`src/rtl/dec_pkg.sv`:
```
// rtl/dec_pkg.sv - shared types for the code-to-bitmap decoder
package dec_pkg;

    typedef enum logic [1:0] {
        IDLE = 2'd0,
        RUN  = 2'd1,
        DONE = 2'd2
    } state_t;

    typedef enum logic {
        MODE_ONEHOT = 1'b0,
        MODE_ACC    = 1'b1
    } mode_t;

endpackage

```
`src/rtl/dec_onehot.sv`:
```
// rtl/dec_onehot.sv - combinational binary-code to one-hot decoder
module dec_onehot #(
    parameter int IN_WIDTH = 6
) (
    input  logic [IN_WIDTH-1:0]      code,
    output logic [(2**IN_WIDTH)-1:0] onehot
);

    // Single set bit at the position named by the code; every code is legal.
    always_comb begin
        onehot       = '0;
        onehot[code] = 1'b1;
    end

endmodule

```
`src/rtl/dec_bitmap.sv`:
```
// rtl/dec_bitmap.sv - windowed one-hot/bitmap decoder; DEC_BITMAP_DUP_EN enables duplicate-code flag
module dec_bitmap
    import dec_pkg::*;
#(
    parameter int   IN_WIDTH  = 6,
    parameter logic OUT_REG   = 1'b1,
    localparam int  OUT_WIDTH = 2**IN_WIDTH
) (
    input  logic                 clk_i,
    input  logic                 rst_n_i,
    input  logic                 init_i,
    input  logic                 mode_i,
    input  logic [IN_WIDTH-1:0]  data_i,
    output logic [OUT_WIDTH-1:0] data_o,
    output logic                 done_o,
    output logic [IN_WIDTH:0]    cnt_o,
    output logic                 dup_o
);

    state_t                 state_q, state_d;
    mode_t                  mode_q, mode_eff;
    logic [OUT_WIDTH-1:0]   onehot, acc_q, acc_d, acc_base, v;
    logic [IN_WIDTH:0]      cnt_q, cnt_d, cnt_base;
    logic                   start, sample, done_s;

    dec_onehot #(.IN_WIDTH(IN_WIDTH)) u_onehot (
        .code   (data_i),
        .onehot (onehot)
    );

    // Window FSM: start from IDLE or DONE, DONE lasts one cycle and drives done_s.
    always_comb begin
        state_d = state_q;
        start   = 1'b0;
        done_s  = 1'b0;
        case (state_q)
            IDLE: begin
                if (init_i) begin
                    start   = 1'b1;
                    state_d = RUN;
                end
            end
            RUN: begin
                if (!init_i) state_d = DONE;
            end
            DONE: begin
                done_s = 1'b1;
                if (init_i) begin
                    start   = 1'b1;
                    state_d = RUN;
                end else begin
                    state_d = IDLE;
                end
            end
            default: state_d = IDLE;
        endcase
    end

    // Datapath: a start edge both clears the window and samples its first code.
    always_comb begin
        sample   = start || ((state_q == RUN) && init_i);
        mode_eff = start ? mode_t'(mode_i) : mode_q;
        acc_base = start ? '0 : acc_q;
        cnt_base = start ? '0 : cnt_q;
        acc_d    = sample ? (acc_base | onehot) : acc_q;
        if (sample) begin
            cnt_d = (&cnt_base) ? cnt_base : cnt_base + {{IN_WIDTH{1'b0}}, 1'b1};
        end else begin
            cnt_d = cnt_q;
        end
        if (sample) begin
            v = (mode_eff == MODE_ACC) ? (acc_base | onehot) : onehot;
        end else begin
            v = (mode_q == MODE_ACC) ? acc_q : '0;
        end
    end

    // Core state: FSM, latched mode, accumulated bitmap and window count.
    always_ff @(posedge clk_i or negedge rst_n_i) begin
        if (!rst_n_i) begin
            state_q <= IDLE;
            mode_q  <= MODE_ONEHOT;
            acc_q   <= '0;
            cnt_q   <= '0;
        end else begin
            state_q <= state_d;
            acc_q   <= acc_d;
            cnt_q   <= cnt_d;
            if (start) mode_q <= mode_t'(mode_i);
        end
    end

    generate
        if (OUT_REG) begin : g_out_reg
            // Registered output stage, one cycle behind the internal values.
            always_ff @(posedge clk_i or negedge rst_n_i) begin
                if (!rst_n_i) begin
                    data_o <= '0;
                    done_o <= 1'b0;
                    cnt_o  <= '0;
                end else begin
                    data_o <= v;
                    done_o <= done_s;
                    cnt_o  <= cnt_d;
                end
            end
        end else begin : g_out_comb
            // Direct outputs are masked so they read zero while reset is held.
            assign data_o = rst_n_i ? v : '0;
            assign done_o = rst_n_i & done_s;
            assign cnt_o  = rst_n_i ? cnt_d : '0;
        end
    endgenerate

`ifdef DEC_BITMAP_DUP_EN
    logic dup_q, dup_d;

    // Sticky flag: a sampled code landing on a bit already set this window.
    always_comb begin
        dup_d = dup_q;
        if (start) begin
            dup_d = 1'b0;
        end else if (sample && |(acc_q & onehot)) begin
            dup_d = 1'b1;
        end
    end

    // Duplicate flag register.
    always_ff @(posedge clk_i or negedge rst_n_i) begin
        if (!rst_n_i) dup_q <= 1'b0;
        else          dup_q <= dup_d;
    end

    generate
        if (OUT_REG) begin : g_dup_reg
            // Registered copy aligned with the other outputs.
            always_ff @(posedge clk_i or negedge rst_n_i) begin
                if (!rst_n_i) dup_o <= 1'b0;
                else          dup_o <= dup_d;
            end
        end else begin : g_dup_comb
            assign dup_o = rst_n_i & dup_d;
        end
    endgenerate
`else
    assign dup_o = 1'b0;
`endif

endmodule

```
`config.mk`:
```
export PLATFORM = sky130hd
export DESIGN_NAME = dec_bitmap
export DESIGN_NICKNAME = d
export VERILOG_FILES = /design/src/rtl/dec_pkg.sv /design/src/rtl/dec_onehot.sv /design/src/rtl/dec_bitmap.sv
export SDC_FILE = /design/constraint.sdc
export NUM_CORES = 1
export LEC_CHECK = 0
export ABC_CLOCK_PERIOD_IN_PS = 1700
export CAP_MARGIN = 15
export CORE_MARGIN = 1
export CORE_UTILIZATION = 53
export CTS_CLUSTER_SIZE = 16
export DETAILED_ROUTE_END_ITERATION = 10
export HOLD_SLACK_MARGIN = 0.05
export PLACE_DENSITY = 0.8
export SLEW_MARGIN = 40
export SYNTH_ARGS = -nofsm -noshare
export SYNTH_HDL_FRONTEND = slang
export SYNTH_SLANG_ARGS = --single-unit
```
`constraint.sdc`:
```
create_clock -name clk_i -period 1.7 [get_ports clk_i]
set_clock_uncertainty 0.1 [all_clocks]
set_input_delay 0.51 -clock clk_i [delete_from_list [all_inputs] [get_ports clk_i]]
set_output_delay 0.51 -clock clk_i [all_outputs]
set_load 0.01 [all_outputs]
```
==> results by group <==
Routing
  – DR iter-0 viols: 206
  – Vias/cell: 5.93
  – Via Count: 3989
  – Final wirelength: 12900 um
  – Post-route ant nets: 0
  – DRC errors left: 0
  – Drt pass-1 iters: 5
  – WL/cell: 19.1 um

Global route
  – Vias in the first global route: 3960
  – Largest net degree at the start of global routing: 49
  – First-pass GRT wire length: 20500 um
  – Global-route usage over all layers: 0.269
  – Initial antenna violation count: 0
  – Congestion Overflow GR: 0

Setup path
  – Reg2Reg Depth: 3
  – WP data required: 1.09 ns
  – Worst path max stage delay: 0.40 ns
  – CP cell instances: buf_2
  – CP Depth: 1
  – Critical Path End Type: output port
  – Crit path DAT: 1.07 ns
  – Reg2reg setup slack: 0.05 ns
  – FF-to-FF End: data_o[27]$_DFF_PN0_
  – Cell family with most CP delay: flip-flops
  – CP endpoint: cnt_o[0]
  – Startpoint types: flop
  – Critical path class: reg -> out
  – Worst-path maximum fanout: 3
  – Crit-path slowest cell: dfrtp_1
  – Critical path buffer and inverter count: 1
  – CP startpoint: cnt_o[0]$_DFFE_PN0N_
  – Worst R2R Start: state_q[0]$_DFFE_PN0P_

STA
  – RSZ-0062 raised after global routing: true
  – Worst Max-Slew Pin Slew: 0.667 ns
  – Setup violations, final: 0
  – Slew HR: 0.554
  – Clock period minus worst slack: 1.68 ns
  – WHS: 0.296 ns
  – Final worst-path cycle share: 0.988
  – Final Hold Fails: 0
  – Fmax: 595 MHz
  – Setup_tns: 0 ns
  – Slew Viols, Final: 0

Floorplanning
  – I/O pin cnt: 83
  – Core area: 9420 um2
  – Die area: 10300 um2
  – Die span in x: 101 um
  – FP Rows: 35
  – Initial core utilization: 0.557
  – Die height: 101 um

Placement
  – Final GP Congestion: 0.773
  – Dpl cell area: 6490 um2
  – Post-detail-place hpwl: 7490 um
  – Port Buf Inserts: 81

CTS
  – Root Driver: clkbuf_8
  – Clk sinks: 139
  – CTS tree: yes
  – Clk buf depth: 2
  – Reg clk slew, reported paths: 0.07 ns
  – TritonCTS Buffers: 17
  – H-tree levels: 4
  – Worst-Skew Late Latency: 0.53 ns

Yosys
  – Main synth FF type: dfrtp_1
  – Yosys top cell area share: 0.663
  – Netlist cell types: 36
  – Ys async rst share: 1.00
  – Post-synth EDFFs: 0
  – Number of synthesized register bits: 139
  – Top cells by area, synth: dfrtp_1 (66%), a22o_1 (9.4%), o2bb2ai_1 (5.2%)
  – Mean Syn Cell Area: 12.9 um2
  – Post-synthesis sequential area ratio: 0.663
  – Ys Warns: 0
  – Area leader, netlist: dfrtp_1
  – Net Count, Synth: 418
  – Syn Inst Count: 408
  – Mapped Area: 5240 um2

Finish
  – Fin area: 6850 um2
  – Nets: 541
  – Antenna fix cells: 0
  – P&R area growth vs syn: 30.6%
  – Share of post-route cells with drive strength above 1: 0.309

Pwr
  – Worst vdd rail ir drop: 650 uV
  – Pwr Density: 1200 nW/um2
  – Total power: 8.20 mW
  – LEAKAGE: 3.43 nW

Run
  – Max_cap viols: 0

Run status
  – Status: finished, final reports clean

Hold path
  – Hold Crit Class: in -> async
-- cells by family after synthesis --
family	share of synthesized area
simple gates	0.0957
flops	0.663
buf+inv	0.0344
other cells	0.000715
compound gates	0.206
-- area by class of cell --
class | instances | area [um2]
clock buffers | 19 | 432
clock inverters | 13 | 238
fillers | 622 | 2570
multi-input cells | 238 | 1600
flip-flops and latches | 139 | 3480
well taps | 129 | 161
repair buffers | 135 | 942
-- routing by layer --
| layer | GRT usage | wire length (um) | vias to the layer above |
|---|---|---|---|
| met1 | 0.345 | 5270 | 2021 |
| met4 | 0.104 | 393 | 0 |
| met5 | 0 | 0 | - |
| met3 | 0.0621 | 820 | 44 |
| li1 | - | - | 1734 |
| met2 | 0.446 | 6370 | 190 |
-- cells in the final DEF (no fill, tap or decap), drive strengths merged, types with 2 or more instances in the layout --
cell type        n
a211oi           2
a21o             2
a21oi            3
a22o            56
a31oi            3
and2             4
and3             2
and3b            4
buf            126
bufinv           6
clkbuf          19
clkdlybuf4s50    7
clkinv           2
clkinvlp         2
dfrtp          139
inv              3
nand2           46
nand3            8
nand3b           4
nand4            2
nor2             8
nor2b            2
nor3             3
nor3b            5
o21ai           43
o2bb2ai         31
or2              2
-- registers in the layout (all words and copies together), names as in the netlist --
signal	cells
acc_q	64
cnt_o	7
data_o	64
done_o	1
mode_q	1
state_q	2
-- worst min path at each step --
stage          startpoint                    end  slack, ns
3_3_place_gp      rst_n_i  acc_q[18]$_DFFE_PN0N_       0.29
2_1_floorplan     rst_n_i   acc_q[0]$_DFFE_PN0N_       0.11
3_5_place_dp      rst_n_i  acc_q[18]$_DFFE_PN0N_       0.30
5_1_grt           rst_n_i  acc_q[32]$_DFFE_PN0N_       0.33
6_report          rst_n_i  acc_q[32]$_DFFE_PN0N_       0.30
4_1_cts           rst_n_i   acc_q[0]$_DFFE_PN0N_       0.29
-- power by group --
group          switching (mW)  total [mW]  leakage (nW)  internal, mW
Clock                    1.43        4.16         0.321          2.74
Sequential             0.0502        3.44          1.92          3.39
Combinational           0.369       0.596          1.19         0.227
Total                    1.85        8.20          3.43          6.36
-- cells in the mapped netlist, types with 2 or more instances --
cell and number:
nand3b_1 4, a22o_1 56, o2bb2ai_1 31, nor2_1 6
o21ai_0 30, o21ai_1 13, nand4_1 2, dfrtp_1 139
a21oi_1 3, buf_2 12, and3_1 2, and3b_1 4
and2_1 4, nor2b_1 2, buf_6 6, a211oi_1 2
or2_1 2, nor3b_2 3, nand3_1 8, nand2_1 46
nor2_2 2, clkbuf_1 11, nor3b_1 2, nor3_2 3
a21o_1 2, a31oi_1 3
-- per-stage QoR --
| stage | utilization | worst slack, ns | instances |
|---|---|---|---|
| 6_report | 0.727 | 0.0206 | 673 |
| 5_1_grt | 0.727 | -0.00873 | 673 |
| 4_1_cts | 0.727 | 0.00168 | 672 |
| 3_5_place_dp | 0.689 | -0.556 | 635 |
| 3_3_place_gp | 0.689 | -0.476 | 635 |
| 2_1_floorplan | - | 0.140 | 408 |
-- repair_timing --
| item | 4_1_cts | 5_1_grt |
|---|---|---|
| hold buffers | 1 | 0 |
| gates resized for setup | 290 | 0 |
| buffers inserted | 4 | 1 |
| endpoints found under the hold margin | 22 | 0 |
| setup endpoints to repair | 79 | 2 |
No activity file was read; power rests on OpenSTA's default activity.
